<file path="config.mk">
export PLATFORM = sky130hd
export DESIGN_NAME = svi_stream_rx_flat
export DESIGN_NICKNAME = d
export VERILOG_FILES = /design/src/rtl/svi_stream_pkg.sv /design/src/rtl/svi_stream_if.sv /design/src/rtl/svi_stream_fifo.sv /design/src/rtl/svi_stream_rx.sv /design/src/flat_wrapper.sv
export SDC_FILE = /design/constraint.sdc
export NUM_CORES = 1
export LEC_CHECK = 0
export ABC_AREA = 0
export CELL_PAD_IN_SITES_DETAIL_PLACEMENT = 2
export CELL_PAD_IN_SITES_GLOBAL_PLACEMENT = 2
export CORE_MARGIN = 2
export CORE_UTILIZATION = 41
export DETAILED_ROUTE_END_ITERATION = 8
export GPL_ROUTABILITY_DRIVEN = 1
export PLACE_DENSITY = 0.81
export SYNTH_ARGS = -nofsm -noshare
export SYNTH_HDL_FRONTEND = slang
export SYNTH_HIERARCHICAL = 1
export SYNTH_SLANG_ARGS = --single-unit
</file>
<file path="constraint.sdc">
create_clock -name i_clk -period 3.5 [get_ports i_clk]
set_input_delay 0.525 -clock i_clk [delete_from_list [all_inputs] [get_ports i_clk]]
set_output_delay 0.525 -clock i_clk [all_outputs]
set_load 0.02 [all_outputs]
</file>
<file path="src/rtl/svi_stream_pkg.sv">
// svi_stream_pkg: shared types and helpers for the valid/ready byte stream.
//   DATA_W    : payload width of one stream word
//   data_t    : payload type carried on the S interface
//   even_par  : XOR-reduction of a payload word; a word is valid when
//               even_par(data) ^ par == 0
package svi_stream_pkg;

    localparam int unsigned DATA_W = 8;

    typedef logic [DATA_W-1:0] data_t;

    function automatic logic even_par(data_t d);
        return ^d;
    endfunction

endpackage

</file>
<file path="src/rtl/svi_stream_if.sv">
// S: valid/ready byte stream with an even-parity bit.
//   Tx modport : producer side (drives valid, data, par; reads ready)
//   Rx modport : consumer side (reads valid, data, par; drives ready)
interface S;
    import svi_stream_pkg::*;

    data_t data;
    logic  valid;
    logic  ready;
    logic  par;

    modport Tx (output valid, output data, output par, input ready);
    modport Rx (input valid, input data, input par, output ready);

endinterface

</file>
<file path="src/rtl/svi_stream_fifo.sv">
// svi_stream_fifo: DEPTH-entry register FIFO with naturally wrapping pointers.
//   clk, rst_n : clock, asynchronous active-low reset
//   push/wdata : write wdata at the tail (caller guarantees !full)
//   pop        : drop the head word (caller guarantees !empty)
//   rdata      : head word, combinational from state
//   count      : occupancy 0..DEPTH
//   full/empty : occupancy flags
module svi_stream_fifo
    import svi_stream_pkg::*;
#(
    parameter int unsigned DEPTH = 4
) (
    input  logic                   clk,
    input  logic                   rst_n,
    input  logic                   push,
    input  logic                   pop,
    input  data_t                  wdata,
    output data_t                  rdata,
    output logic [$clog2(DEPTH):0] count,
    output logic                   full,
    output logic                   empty
);

    localparam int unsigned AW = $clog2(DEPTH);
    localparam int unsigned CW = AW + 1;

    data_t         mem [DEPTH];
    logic [AW-1:0] wr_ptr;
    logic [AW-1:0] rd_ptr;

    // Storage carries no reset: contents are only observable while count != 0.
    always_ff @(posedge clk) begin
        if (push) begin
            mem[wr_ptr] <= wdata;
        end
    end

    always_ff @(posedge clk or negedge rst_n) begin
        if (!rst_n) begin
            wr_ptr <= '0;
            rd_ptr <= '0;
            count  <= '0;
        end else begin
            if (push) begin
                wr_ptr <= wr_ptr + AW'(1);
            end
            if (pop) begin
                rd_ptr <= rd_ptr + AW'(1);
            end
            case ({push, pop})
                2'b10:   count <= count + CW'(1);
                2'b01:   count <= count - CW'(1);
                default: count <= count;
            endcase
        end
    end

    assign rdata = mem[rd_ptr];
    assign full  = (count == CW'(DEPTH));
    assign empty = (count == '0);

endmodule

</file>
<file path="src/rtl/svi_stream_rx.sv">
// svi_stream_rx: receiving end of the S stream. Accepted words with good even
// parity are buffered in a FIFO and presented downstream; words with bad
// parity complete the handshake but are dropped and counted.
//   i_clk, i_arst_n : clock, asynchronous active-low reset
//   s               : S.Rx upstream port (valid/data/par in, ready out)
//   o_data/o_valid  : head-of-FIFO word and non-empty flag
//   i_ready         : downstream takes o_data this cycle
//   o_count         : FIFO occupancy
//   o_err_cnt       : saturating count of dropped parity-failing words
module svi_stream_rx
    import svi_stream_pkg::*;
#(
    parameter int unsigned DEPTH = 4,
    parameter int unsigned ERR_W = 8
) (
    input  logic                   i_clk,
    input  logic                   i_arst_n,
    S.Rx                           s,
    output data_t                  o_data,
    output logic                   o_valid,
    input  logic                   i_ready,
    output logic [$clog2(DEPTH):0] o_count,
    output logic [ERR_W-1:0]       o_err_cnt
);

    localparam int unsigned CW = $clog2(DEPTH) + 1;

    logic             ready_q;
    logic             push_attempt;
    logic             par_ok;
    logic             push;
    logic             pop;
    logic             full;
    logic             empty;
    logic [CW-1:0]    count;
    logic [CW-1:0]    count_next;
    logic [ERR_W-1:0] err_cnt;

    assign push_attempt = s.valid & ready_q;
    assign par_ok       = ~(even_par(s.data) ^ s.par);
    // ready_q already excludes the full case; the full term only guards the FIFO.
    assign push         = push_attempt & par_ok & ~full;
    assign pop          = ~empty & i_ready;

    always_comb begin
        count_next = count;
        case ({push, pop})
            2'b10:   count_next = count + CW'(1);
            2'b01:   count_next = count - CW'(1);
            default: count_next = count;
        endcase
    end

    always_ff @(posedge i_clk or negedge i_arst_n) begin
        if (!i_arst_n) begin
            ready_q <= 1'b0;
            err_cnt <= '0;
        end else begin
            ready_q <= (count_next != CW'(DEPTH));
            if (push_attempt && !par_ok && (err_cnt != '1)) begin
                err_cnt <= err_cnt + ERR_W'(1);
            end
        end
    end

    svi_stream_fifo #(
        .DEPTH (DEPTH)
    ) u_fifo (
        .clk   (i_clk),
        .rst_n (i_arst_n),
        .push  (push),
        .pop   (pop),
        .wdata (s.data),
        .rdata (o_data),
        .count (count),
        .full  (full),
        .empty (empty)
    );

    assign s.ready   = ready_q;
    assign o_valid   = ~empty;
    assign o_count   = count;
    assign o_err_cnt = err_cnt;

endmodule

</file>
<file path="src/flat_wrapper.sv">
// flat-port wrapper written by rule: the top's interface ports become plain ports
module svi_stream_rx_flat import svi_stream_pkg::*;
#(
    parameter int unsigned DEPTH = 4,
    parameter int unsigned ERR_W = 8
)
  (i_clk, i_arst_n, o_data, o_valid, i_ready, o_count, o_err_cnt, s_valid, s_data, s_par, s_ready);
  S s_i ();
  input  logic i_clk;
  input  logic i_arst_n;
  output data_t o_data;
  output logic o_valid;
  input  logic i_ready;
  output logic [$clog2(DEPTH):0] o_count;
  output logic [ERR_W-1:0] o_err_cnt;
  input wire logic [$bits(s_i.valid)-1:0] s_valid;
  input wire logic [$bits(s_i.data)-1:0] s_data;
  input wire logic [$bits(s_i.par)-1:0] s_par;
  output wire logic [$bits(s_i.ready)-1:0] s_ready;
  assign s_i.valid = s_valid;
  assign s_i.data = s_data;
  assign s_i.par = s_par;
  assign s_ready = s_i.ready;
  svi_stream_rx #(.DEPTH(DEPTH), .ERR_W(ERR_W)) u_core (.i_clk(i_clk), .i_arst_n(i_arst_n), .s(s_i), .o_data(o_data), .o_valid(o_valid), .i_ready(i_ready), .o_count(o_count), .o_err_cnt(o_err_cnt));
endmodule
</file>
## Yosys cells after proc, flatten, opt, wreduce, memory -nomap -nowiden

Memory sizes are Yosys's and may differ from the RTL's.
Cells that the tools add are included.

| word-level totals | value |
|---|---|
| flip-flop bits (word level) | 16 |
| latch bits | 0 |
| memory bits (writable) | 32 |
| ROM bits | 0 |
| bits of input ports | 13 |
| output and inout port bits | 21 |
| word-level logic and storage cells | 31 |
| memories | 1 |

| cells by class | value |
|---|---|
| $add $sub $neg | 5 |
| $mul | 0 |
| div/mod/pow operators | 0 |
| order comparisons | 0 |
| equality and inequality tests | 5 |
| shift operators | 0 |
| mux-type cells | 3 |
| bitwise logic cells | 8 |
| reductions and logical operators | 4 |

Memory list:

| name | words | bits a word | read ports | clocked after Yosys merged registers in | write ports | line | text |
|---|---|---|---|---|---|---|---|
| u_core.u_fifo.mem | 4 | 8 | 1 | 0 | 1 | svi_stream_fifo.sv:27 | `data_t mem [DEPTH];` |

Operator list:

| operator | count |
|---|---|
| $add 8x1->8 const B | 1 |
| $ne 8x8->1 const B | 1 |
| $reduce_xor 8->1 | 1 |
| $pmux 3 s2 | 1 |
| $add 2x1->2 const B | 2 |
| $and 1x1->1 | 4 |
| $add 3x1->3 const B | 1 |
| $eq 3x3->1 const B | 1 |
| $logic_not 3->1 | 1 |
| $ne 3x3->1 const B | 1 |
| $not 1->1 | 3 |
| $sub 3x1->3 const B | 1 |
| $eq 2x1->1 const B | 1 |
| $eq 2x2->1 const B | 1 |
| $logic_and 1x1->1 | 2 |
| $mux 1 | 2 |
| $xor 1x1->1 | 1 |

## Longest topological paths before layout

Gate-level depths: netlist of run 1.

| depth | value |
|---|---|
| depth in word-level cells | 8 |
| mapped depth | 11 |
| depth with buffers taken out | 11 |

## By module

Netlist of run 1, hierarchy kept.

By module, submodules not included:

| module | instances | cells each | area an instance (µm²) |
|---|---|---|---|
| svi_stream_fifo | 1 | 79 | 1551.5 |
| svi_stream_rx | 1 | 53 | 598.1 |

## Least setup slack after synthesis of run 1

No wires, ideal clock.

| timing | value |
|---|---|
| kind | in2reg |
| from | input s_par |
| to | register u_core.ready_q (netlist: u_core/s.ready) |
| setup time | 0.131 ns |
| data arrival time | 2.857 ns |
| required time | 3.369 ns |
| setup slack | 0.512 ns |
| stages on the path | 10 |
| cells stage by stage | xor2_1 -> xnor3_2 -> xnor2_1 -> nor3_1 -> inv_1 -> ha_1 -> fa_1 -> xnor2_1 -> nor4b_1 -> a21oi_1 |

| on the way | value |
|---|---|
| word-level cells in the longest chain between the ends | 7 |

Ends and longest elaborated chain:

| element | line | text |
|---|---|---|
| from (decl) | flat_wrapper.sv:18 | `input wire logic [$bits(s_i.par)-1:0] s_par;` |
| $xor 1x1->1 (*) | svi_stream_rx.sv:40 | `assign par_ok = ~(even_par(s.data) ^ s.par);` |
| $not 1->1 (*) | svi_stream_rx.sv:40 |  |
| $and 1x1->1 (*) (2 in a row) | svi_stream_rx.sv:42 | `assign push = push_attempt & par_ok & ~full;` |
| named net u_core.push | svi_stream_rx.sv:31 | `logic push;` |
| $eq 2x1->1 or $eq 2x2->1 (tied branches) | svi_stream_rx.sv:47 | `case ({push, pop})` |
| $pmux 3 s2 (*) | svi_stream_rx.sv:47 |  |
| $ne 3x3->1 (*) | svi_stream_rx.sv:59 | `ready_q <= (count_next != CW'(DEPTH));` |
| to (signal assigned) | svi_stream_rx.sv:59 |  |
| to (decl) | svi_stream_rx.sv:28 | `logic ready_q;` |

Mark *: on every way through the listed nets, which the timed path passes. The rest lies on a longest branch.
A chain may end at the register's enable or synchronous reset.

## Final worst setup path of run 1

| timing | value |
|---|---|
| from | input s_data[6] |
| to | register u_core.ready_q (netlist: u_core/s.ready) |

| on the way | value |
|---|---|
| word-level cells in the longest chain between the ends | 8 |

Ends and longest elaborated chain:

| element | line | text |
|---|---|---|
| from (decl) | flat_wrapper.sv:17 | `input wire logic [$bits(s_i.data)-1:0] s_data;` |
| $reduce_xor 8->1 (*) | svi_stream_pkg.sv:13 | `return ^d;` |
| $xor 1x1->1 (*) | svi_stream_rx.sv:40 |  |
| $not 1->1 (*) | svi_stream_rx.sv:40 |  |
| $and 1x1->1 (*) (2 in a row) | svi_stream_rx.sv:42 |  |
| named net u_core.push | svi_stream_rx.sv:31 |  |
| $eq 2x1->1 or $eq 2x2->1 (tied branches) | svi_stream_rx.sv:47 |  |
| $pmux 3 s2 (*) | svi_stream_rx.sv:47 |  |
| $ne 3x3->1 (*) | svi_stream_rx.sv:59 |  |

Marks and branches as above.

==> results of run 1 <==
[timing repair]
| item | in CTS | in global routing |
|---|---|---|
| endpoints found under the setup margin | 0 | 1 |
| setup buffers | 0 | 0 |
| resized for setup | 0 | 1 |
[metal layers]
metal  vias up  track usage, %  wire, microns
met4         0            4.36             50
met5         -               0              0
li1        560               -              -
met1       661            22.4           2010
met3         6            4.15            172
met2        29            31.9           2670
[cell usage after synthesis, drive strengths merged]
cell type	count
nor3	2
ha	7
inv	8
nor2	3
o21ai	2
a21oi	1
fa	2
mux4	8
and2	4
nand2	8
xor3	1
mux2	1
nand4	4
nand3	2
xnor2	12
a311o	1
nor2b	1
xnor3	1
buf	2
nor4b	1
dfrtp	16
mux2i	1
xor2	7
o2111ai	1
and3	3
nor3b	1
edfxtp	32
[registers in the layout, summed over array words and instances (netlist names)]
register              count
u_core/u_fifo/count       3
u_core/s.ready            1
u_core/u_fifo/wr_ptr      2
u_core/o_err_cnt          8
u_core/u_fifo/rd_ptr      2
u_core/u_fifo/mem        32
[layout make-up]
cell class | count | share of cell area, %
Clock buffer | 6 | 2.72
Clock inverter | 2 | 1.31
Inverter | 8 | 1.12
Multi-Input combinational cell | 74 | 28.0
Sequential cell | 48 | 50.9
Tap cell | 70 | 3.28
Timing Repair Buffer | 34 | 12.6
[logic make-up (layout without fill, tap and decap cells)]
logic type | count (synthesis) | after routing | share of synthesized area (%)
compound gates | 5 | 5 | 1.57
fa+ha+maj | 9 | 9 | 5.94
buf+inv | 10 | 50 | 2.15
xor+xnor | 21 | 21 | 9.95
mux | 10 | 10 | 9.95
flops | 48 | 48 | 63.3
simple gates | 29 | 29 | 7.10
[how the worst max path moves through the flow]
stage | start | end | slack, ps
2_1_floorplan | s_par | u_core/s.ready | 510
3_3_place_gp | s_data[6] | u_core/s.ready | 200
3_5_place_dp | s_data[6] | u_core/s.ready | -100
4_1_cts | s_data[6] | u_core/s.ready | 190
5_1_grt | s_data[6] | u_core/s.ready | 70
6_report | s_data[6] | u_core/s.ready | 260
[power by group through the flow]
stage                     clock network [mW]  logic, mW  registers [mW]
after floorplan                            0      0.544           0.895
after global placement                     0      0.850           0.907
after detailed placement                   0      0.916           0.920
after CTS                              0.408      0.923           0.910
after global routing                   0.428      0.995           0.935
final                                  0.395      0.917           0.906
[critical path: stages]
cell	delay (ps)
clkdlybuf4s50_1	560
xor2_1	200
xnor3_2	500
xnor2_1	170
nor3_1	260
inv_1	100
ha_1	230
fa_1	380
xnor2_1	150
nor4b_2	260
a21oi_1	70
[through the flow]
stage               setup WS [ps]  cells  util, %
floorplan                     512    132        -
global route                 66.6    242     52.7
finish                        264    242     52.7
global placement              196    234     50.4
CTS                           195    242     52.5
detailed placement           -101    234     50.4
[cell usage in the layout (no fill, tap or decap), types with 2 or more instances in the layout]
| master | instances |
|---|---|
| and3_1 | 3 |
| xor2_1 | 7 |
| nor3_1 | 2 |
| nand4_1 | 4 |
| nor2_1 | 3 |
| mux4_2 | 8 |
| nand3_1 | 2 |
| fa_1 | 2 |
| inv_1 | 8 |
| clkbuf_8 | 5 |
| nand2_1 | 8 |
| xnor2_1 | 12 |
| clkdlybuf4s50_1 | 33 |
| and2_1 | 4 |
| ha_1 | 7 |
| dfrtp_1 | 16 |
| edfxtp_1 | 32 |
| o21ai_0 | 2 |
==> run metrics, run 1 <==
cell area power density=830 mW/mm^2; Tot Pwr=2.22 mW; dpl hpwl=3490 microns; # rows=26; diode count=0; FMAX=309 MHz; # nets final=193; CTS Root Cell=clkbuf_8; Crit Path Max Fanout=5; Reg clk slew, reported paths=90 ps; # IOs=34; first-pass GRT wire length=7980 microns; routed vias=1,256; Comb pwr share=41.4%; syn_nets=154; endpoint class of the critical path=flip-flop; drt pass-1 iters=4; worst-margin pin slew=829 ps; Die ar.=0.00584 sq mm; final wirelength=4900 microns; Internal=1.41 mW; vias in the first global route=1,428; Post-Syn Area=0.00215 sq mm; Multi-input gate area=748 sq um; Netlist cell types=28; synthesized flop and latch total=48; clk buf depth=2; post-route cell area=0.00267 sq mm; pin count of the biggest net entering global routing=17; setup TNS=0 ps; status=completed; grt ovf=0; sequential fraction of the synthesis area=63.3%; sequential fraction of design power=40.8%; placed cell areas=0.00256 sq mm; synth top area cells=edfxtp_1 45%, dfrtp_1 19%, mux4_2 8.4%; period utilisation layout=92.4%; LEAKAGE=0.981 nW; # port buffers=33; fin crit period=3240 ps; Worst R2R End=u_core/s.ready; Hold-fix buffers, CTS=0; Initial Utilization=42.4%; ANT nets after route=0; Clock power frac=17.8%; Die Y=76.4 microns; Switching Share=36.3%; gpl congestion=0.772; Psw=0.804 mW; Slew Limit Fails=0; kind of critical path=in2reg; endpoints failing setup=0; Worst Setup Start Kind=input pin; DRC=0; reg2reg path depth=9; Fin. Hold Viols=0; clock skew=7.95 ps; Peak VDD IR=0.434 mV; Iter 0 DRT Violations=54; Min-Delay Path Depth=1; Worst Path Arrival=3420 ps; GRT Overall Usage=18.0%; worst reg2reg path startpoint=u_core/u_fifo/count[0]; Synth-to-Final Area Change=24.3%; layout cells sized above 1=11.6%; Skew-Pair Late Insertion Delay=300 ps; CTS H-Tree Depth=2; wire per inst=20.3 microns; Hold Crit Class=reg2reg; Worst Hold End=u_core/u_fifo/wr_ptr[0]; Hold Startpoint=u_core/u_fifo/wr_ptr[0]; Mapped Cells=132; syn_area_per_cell=16.3 sq um; # Max-Cap Violations=0; top cell type's share of synthesized area=44.7%; area leader, netlist=edfxtp_1; r2r setup slk=1070 ps; required time worst endpoint=3680 ps; CTS Buf Count=5; Hold WS=551 ps; Reg area=0.00136 sq mm; Ys Warns=6; fill cell total of the finished layout=498; vias per inst=5.19; core box area=0.00507 sq mm; die width=76.4 microns; CTS tree=yes; RSZ-0062 raised after global routing=false; CTS sink cnt=48; Max-slew headroom=44.5%; initial antenna violation count=0
(Power assumes the default switching activity.)
==> run 2: changes to the inputs <==
--- a/config.mk
+++ b/config.mk
@@ -8,11 +8,13 @@
 export ABC_AREA = 0
 export CELL_PAD_IN_SITES_DETAIL_PLACEMENT = 2
 export CELL_PAD_IN_SITES_GLOBAL_PLACEMENT = 2
+export CORE_ASPECT_RATIO = 1.5
 export CORE_MARGIN = 2
 export CORE_UTILIZATION = 41
 export DETAILED_ROUTE_END_ITERATION = 8
 export GPL_ROUTABILITY_DRIVEN = 1
 export PLACE_DENSITY = 0.81
+export SETUP_SLACK_MARGIN = 0.5
 export SYNTH_ARGS = -nofsm -noshare
 export SYNTH_HDL_FRONTEND = slang
 export SYNTH_HIERARCHICAL = 1
==> run 2 against run 1 <==
Setup slack improved by 330 ps. Final cell count is 0.83% lower. First-iteration DRC count rose by 1.9%. Register-to-register slack better by 40 ps. Critical endpoint unchanged. Highest routed layer unchanged. Largest power group unchanged. Non-clock buffer count increased by 1. Final area is 1.0% higher. Hold slack worse by 33 ps. Via count down 1.4%. Sequential power grew 0.4%. Clock power decreased by 2%. Total power rose by 0.70%.
==> run metrics, run 2 (same netlist as run 1, synthesis figures left out) <==
Switching Share=36.3% (about the same); initial antenna violation count=0 (unchanged); max reg flops=32 (unchanged); fin crit period=2900 ps (was 3240 ps); clk buf depth=2 (unchanged); Hold Startpoint=s_data[2] (was u_core/u_fifo/wr_ptr[0]); Die Y=92.7 microns (was 76.4 microns); first-pass GRT wire length=8270 microns (was 7980 microns); Reg clk slew, reported paths=90 ps (about the same); # port buffers=33 (unchanged); cell area power density=827 mW/mm^2 (was 830 mW/mm^2); Initial Utilization=42.3% (was 42.4%); Psw=0.810 mW (was 0.804 mW); core box area=0.00508 sq mm (was 0.00507 sq mm); GRT Overall Usage=20.1% (was 18.0%); die width=63.1 microns (was 76.4 microns); sequential fraction of design power=40.7% (was 40.8%); layout cells sized above 1=15.7% (was 11.6%); placed cell areas=0.00256 sq mm (about the same); FMAX=345 MHz (was 309 MHz); Worst Setup SP=s_data[3] (was s_data[6]); Crit Path Max Fanout=5 (unchanged); Hold-fix buffers, CTS=0 (unchanged); wire per inst=21.8 microns (was 20.3 microns); drt pass-1 iters=3 (was 4); endpoint class of the critical path=flip-flop (unchanged); CTS Buf Count=5 (unchanged); dpl hpwl=3590 microns (was 3490 microns); gpl congestion=0.747 (was 0.772); Skew-Pair Late Insertion Delay=300 ps (about the same); commonest non-fill, non-tap cell in the layout=edfxtp_1 (was clkdlybuf4s50_1); clock skew=6.37 ps (was 7.95 ps); Internal=1.42 mW (was 1.41 mW); worst setup margin=598 ps (was 264 ps); endpoints failing setup=0 (unchanged); diode count=0 (unchanged); period utilisation layout=82.9% (was 92.4%); Slew Limit Fails=0 (unchanged); Worst Path Arrival=3090 ps (was 3420 ps); setup TNS=0 ps (unchanged); required time worst endpoint=3680 ps (about the same); kind of critical path=in2reg (unchanged); # IOs=34 (unchanged); Worst Setup Start Kind=input pin (unchanged); LEAKAGE=1.03 nW (was 0.981 nW); ANT nets after route=0 (unchanged); routed vias=1,238 (was 1,256); RSZ-0062 raised after global routing=false (unchanged); CTS Root Cell=clkbuf_8 (unchanged); Most flops, register=u_core/u_fifo/mem (unchanged); worst-margin pin slew=748 ps (was 829 ps); Iter 0 DRT Violations=55 (was 54); final wirelength=5240 microns (was 4900 microns); pin count of the biggest net entering global routing=17 (unchanged); Hold Crit Class=in2reg (was reg2reg); # Max-Cap Violations=0 (unchanged); Fin. Hold Viols=0 (unchanged); CTS sink cnt=48 (unchanged); post-route cell area=0.00270 sq mm (was 0.00267 sq mm); CTS H-Tree Depth=2 (unchanged); Comb pwr share=41.9% (was 41.4%); most frequent cells in the layout=32 x edfxtp_1, 25 x clkdlybuf4s50_1, 16 x dfrtp_1, 10 x xnor2_1 (was 33 x clkdlybuf4s50_1, 32 x edfxtp_1, 16 x dfrtp_1, 12 x xnor2_1); CTS tree=yes (unchanged); worst slack, placed=39.5 ps (was -101 ps); DRC=0 (unchanged); worst reg2reg path startpoint=u_core/u_fifo/count[0] (unchanged); Tot Pwr=2.23 mW (was 2.22 mW); Peak VDD IR=0.410 mV (was 0.434 mV); # rows=32 (was 26); Max-slew headroom=49.9% (was 44.5%); vias in the first global route=1,449 (was 1,428); Clock power frac=17.4% (was 17.8%); vias per inst=5.16 (was 5.19); grt ovf=0 (unchanged); Synth-to-Final Area Change=25.6% (was 24.3%); Die ar.=0.00585 sq mm (was 0.00584 sq mm); status=completed (unchanged); # nets final=194 (was 193)
## run 2: final cells by class
type / instances / area [sq um]
inverter: 8 / 30.0
fill: 496 / 2380
clock inverter: 1 / 30.0
sequential: 48 / 1360
timing repair buffer: 35 / 347
clock buffer: 6 / 72.6
tap: 68 / 85.1
multi-input combinational: 74 / 774
## run 2: path summary, 6_finish.rpt
kind,endpoint,cells past startpoint,slack [ps]
setup / recovery,u_core/s.ready,11,600
hold / removal,u_core/u_fifo/mem[0][2],1,520
hold reg to reg,u_core/o_err_cnt[5],1,550
max in group asynchronous,u_core/u_fifo/wr_ptr[1],1,2370
min in group asynchronous,u_core/o_err_cnt[4],1,660
setup reg to reg,u_core/s.ready,9,1110
## run 2: power by group through the flow
stage                     Clock, mW  Sequential [mW]  Combinational, mW
final                         0.388            0.910              0.936
after global routing          0.423            0.941               1.01
after CTS                     0.403            0.915              0.935
after detailed placement          0            0.924              0.895
after global placement            0            0.908              0.852
after floorplan                   0            0.895              0.544
## run 2: worst max-delay path, cell delays in order
cell and delay (ps):
dlygate4sd2_1 310, xnor2_2 240, xnor3_2 430, xnor2_2 170, nor3_2 230, inv_1 110, ha_1 230, fa_1 390
xnor2_1 150, nor4b_2 240, a21oi_1 60
## run 2: per-stage QoR
stage | util [%] | std cells | hold WS (ps)
2_1_floorplan | - | 132 | 229
3_3_place_gp | 50.3 | 232 | 520
3_5_place_dp | 50.3 | 232 | 532
4_1_cts | 52.9 | 240 | 553
5_1_grt | 53.1 | 240 | 532
6_report | 53.1 | 240 | 519
## run 2: repair_timing
action	CTS	global route
gates resized for setup	8	9
setup buffers	1	0
hold endpoints to repair	0	0
endpoints found under the setup margin	3	3
pin swaps	2	6
## run 2: per-layer routing
layer  track usage (%)  wire, microns
met1              18.9           1790
met2              39.4           3100
met3              4.25            201
met4              10.6            147
met5                 0              0
==> run 3: changes to the inputs <==
--- a/config.mk
+++ b/config.mk
@@ -10,10 +10,10 @@
 export CELL_PAD_IN_SITES_GLOBAL_PLACEMENT = 2
 export CORE_ASPECT_RATIO = 1.5
 export CORE_MARGIN = 2
-export CORE_UTILIZATION = 41
+export CORE_UTILIZATION = 34
 export DETAILED_ROUTE_END_ITERATION = 8
 export GPL_ROUTABILITY_DRIVEN = 1
-export PLACE_DENSITY = 0.81
+export PLACE_DENSITY = 0.71
 export SETUP_SLACK_MARGIN = 0.5
 export SYNTH_ARGS = -nofsm -noshare
 export SYNTH_HDL_FRONTEND = slang
==> constraint.sdc (replaced) <==
create_clock -name i_clk -period 2.48 [get_ports i_clk]
set_input_delay 0.372 -clock i_clk [delete_from_list [all_inputs] [get_ports i_clk]]
set_output_delay 0.372 -clock i_clk [all_outputs]
set_load 0.02 [all_outputs]
==> run 3 against run 2 <==
Critical path depth is 3 higher. Hold slack worse by 220 ps. Sequential power is 37% higher. Clock power is 76% higher. Largest power group unchanged. Combinational power is 81% higher. Critical endpoint is now u_core/u_fifo/count[2]. Die area is 19% higher. Clock skew is 5.7 ps higher. Setup slack worse by 480 ps. Non-clock buffer count is 27 higher. Sequential share of layout area is 5.7 points lower. Critical path type unchanged. Via count is 8.8% higher.
==> run metrics, run 3 (same netlist as run 1, synthesis figures left out) <==
Psw=1.28 mW (was 0.810 mW); layout cells sized above 1=45.0% (was 15.7%); Hold Crit Class=in2reg (unchanged); ANT nets after route=0 (unchanged); most frequent cells in the layout=32 x edfxtp_1, 21 x buf_4, 15 x clkdlybuf4s50_1, 12 x dfrtp_1, 10 x buf_6 (was 32 x edfxtp_1, 25 x clkdlybuf4s50_1, 16 x dfrtp_1, 10 x xnor2_1); worst reg2reg path startpoint=u_core/u_fifo/count[1] (was u_core/u_fifo/count[0]); # rows=35 (was 32); required time worst endpoint=2700 ps (was 3680 ps); Iter 0 DRT Violations=84 (was 55); pin count of the biggest net entering global routing=17 (unchanged); endpoint class of the critical path=flip-flop (unchanged); clock skew=12.1 ps (was 6.37 ps); Skew-Pair Late Insertion Delay=310 ps (was 300 ps); period utilisation layout=95.1%; final wirelength=5460 microns (was 5240 microns); placed cell areas=0.00276 sq mm (was 0.00256 sq mm); Worst Path Arrival=2580 ps (was 3090 ps); CTS sink cnt=48 (unchanged); Worst Setup Start Kind=input pin (unchanged); Fin. Hold Viols=0 (unchanged); max reg flops=32 (unchanged); Switching Share=35.3% (was 36.3%); vias in the first global route=1,581 (was 1,449); # port buffers=33 (unchanged); Multi-input gate area=888 sq um (was 774 sq um); wire per inst=19.9 microns (was 21.8 microns); FMAX=424 MHz; die width=68.9 microns (was 63.1 microns); sequential fraction of design power=34.5% (was 40.7%); Reg clk slew, reported paths=100 ps (was 90 ps); # IOs=34 (unchanged); Hold-fix buffers, CTS=0 (unchanged); commonest non-fill, non-tap cell in the layout=edfxtp_1 (unchanged); Most flops, register=u_core/u_fifo/mem (unchanged); initial antenna violation count=0 (unchanged); Comb pwr share=46.6% (was 41.9%); core box area=0.00613 sq mm (was 0.00508 sq mm); GRT Overall Usage=17.7% (was 20.1%); r2r setup slk=320 ps (was 1110 ps); RSZ-0062 raised after global routing=true (was false); Worst R2R End=u_core/u_fifo/count[2] (was u_core/s.ready); Layout Cells excl Fill=274 (was 240); Reg area=0.00137 sq mm (was 0.00136 sq mm); CTS tree=yes (unchanged); fill cell total of the finished layout=597 (was 496); Max-slew headroom=48.6% (was 49.9%); # nets final=221 (was 194); diode count=0 (unchanged); worst-margin pin slew=768 ps (was 748 ps); placed insts=254 (was 232); Crit Path Max Fanout=2 (was 5); # Max-Cap Violations=0 (unchanged); clk buf depth=2 (unchanged); DRC=0 (unchanged); dpl hpwl=3800 microns (was 3590 microns); Min-Delay Path Depth=1 (unchanged); vias per inst=4.92 (was 5.16); routed vias=1,347 (was 1,238); fin crit period=2360 ps; Die ar.=0.00699 sq mm (was 0.00585 sq mm); Clock power frac=18.8% (was 17.4%); reg2reg path depth=12 (was 9); drt pass-1 iters=4 (was 3); Hold WS=295 ps (was 519 ps); Hold Startpoint=s_data[5] (was s_data[2]); Worst Hold End=u_core/u_fifo/mem[1][5] (was u_core/u_fifo/mem[0][2]); gpl congestion=0.727 (was 0.747); Slew Limit Fails=0 (unchanged); setup TNS=0 ps (unchanged); post-route cell area=0.00306 sq mm (was 0.00270 sq mm); Die Y=101 microns (was 92.7 microns); Internal=2.35 mW (was 1.42 mW); status=completed (unchanged); endpoints failing setup=0 (unchanged); LEAKAGE=1.20 nW (was 1.03 nW); cell area power density=1190 mW/mm^2 (was 827 mW/mm^2); Initial Utilization=35.1% (was 42.3%); Synth-to-Final Area Change=42.3% (was 25.6%); CTS Buf Count=5 (unchanged); grt ovf=0 (unchanged); CTS Root Cell=clkbuf_8 (unchanged); first-pass GRT wire length=8580 microns (was 8270 microns); kind of critical path=in2reg (unchanged); Peak VDD IR=0.614 mV (was 0.410 mV); CTS H-Tree Depth=2 (unchanged)
run 3: area by class of cell:
| type | count | share of cell area (%) |
|---|---|---|
| multi-input cells | 74 | 29.1 |
| well taps | 74 | 3.03 |
| inverters | 8 | 1.06 |
| clock buffers | 5 | 2.25 |
| flip-flops and latches | 48 | 44.7 |
| repair buffers | 62 | 17.7 |
| clock inverters | 3 | 2.25 |
run 3: timing repair:
item	in CTS	in global routing
setup buffers	4	8
endpoints found under the setup margin	55	52
gates resized for setup	65	30
pin swaps	13	6
run 3: metal layers:
metal | vias up | global-route usage [%] | wire, microns
met5 | - | 0 | 0
met1 | 696 | 20.8 | 2080
li1 | 613 | - | -
met2 | 34 | 30.9 | 3120
met3 | 4 | 3.89 | 201
met4 | 0 | 6.64 | 64
run 3: per-stage QoR:
stage          setup slack, ps  utilization [%]  total power [mW]
3_3_place_gp              -528             45.0              2.65
2_1_floorplan            -67.7                -              2.10
3_5_place_dp              -741             45.0              2.77
5_1_grt                  -9.04             49.9              3.87
6_report                   122             49.9              3.63
4_1_cts                    149             48.9              3.59
run 3: how the worst max path moves through the flow:
| stage | startpoint | to | slack, ps | cells after the start |
|---|---|---|---|---|
| after global routing | s_data[6] | u_core/u_fifo/count[2] | -9 | 14 |
| final | s_data[6] | u_core/u_fifo/count[2] | 120 | 14 |
| after global placement | s_data[1] | u_core/u_fifo/count[2] | -530 | 13 |
| after detailed placement | s_data[3] | u_core/u_fifo/count[2] | -740 | 13 |
| after CTS | s_par | u_core/s.ready | 150 | 11 |
| after floorplan | s_data[1] | u_core/s.ready | -70 | 10 |
run 3: critical path, stage by stage:
cell and delay [ps]:
buf_8 100, xor2_2 150, xnor3_2 500, xnor2_4 200
nor3_4 80, buf_6 120, buf_6 120, inv_4 50
ha_4 130, inv_2 30, fa_2 320, xor2_1 150
nor2_1 110, xor2_1 160
run 3: power by group through the flow:
| stage | Combinational, mW | Clock [mW] | Sequential, mW |
|---|---|---|---|
| 3_3_place_gp | 1.41 | 0 | 1.25 |
| 2_1_floorplan | 0.835 | 0 | 1.27 |
| 6_report | 1.69 | 0.683 | 1.25 |
| 5_1_grt | 1.85 | 0.732 | 1.29 |
| 4_1_cts | 1.63 | 0.702 | 1.26 |
| 3_5_place_dp | 1.50 | 0 | 1.27 |
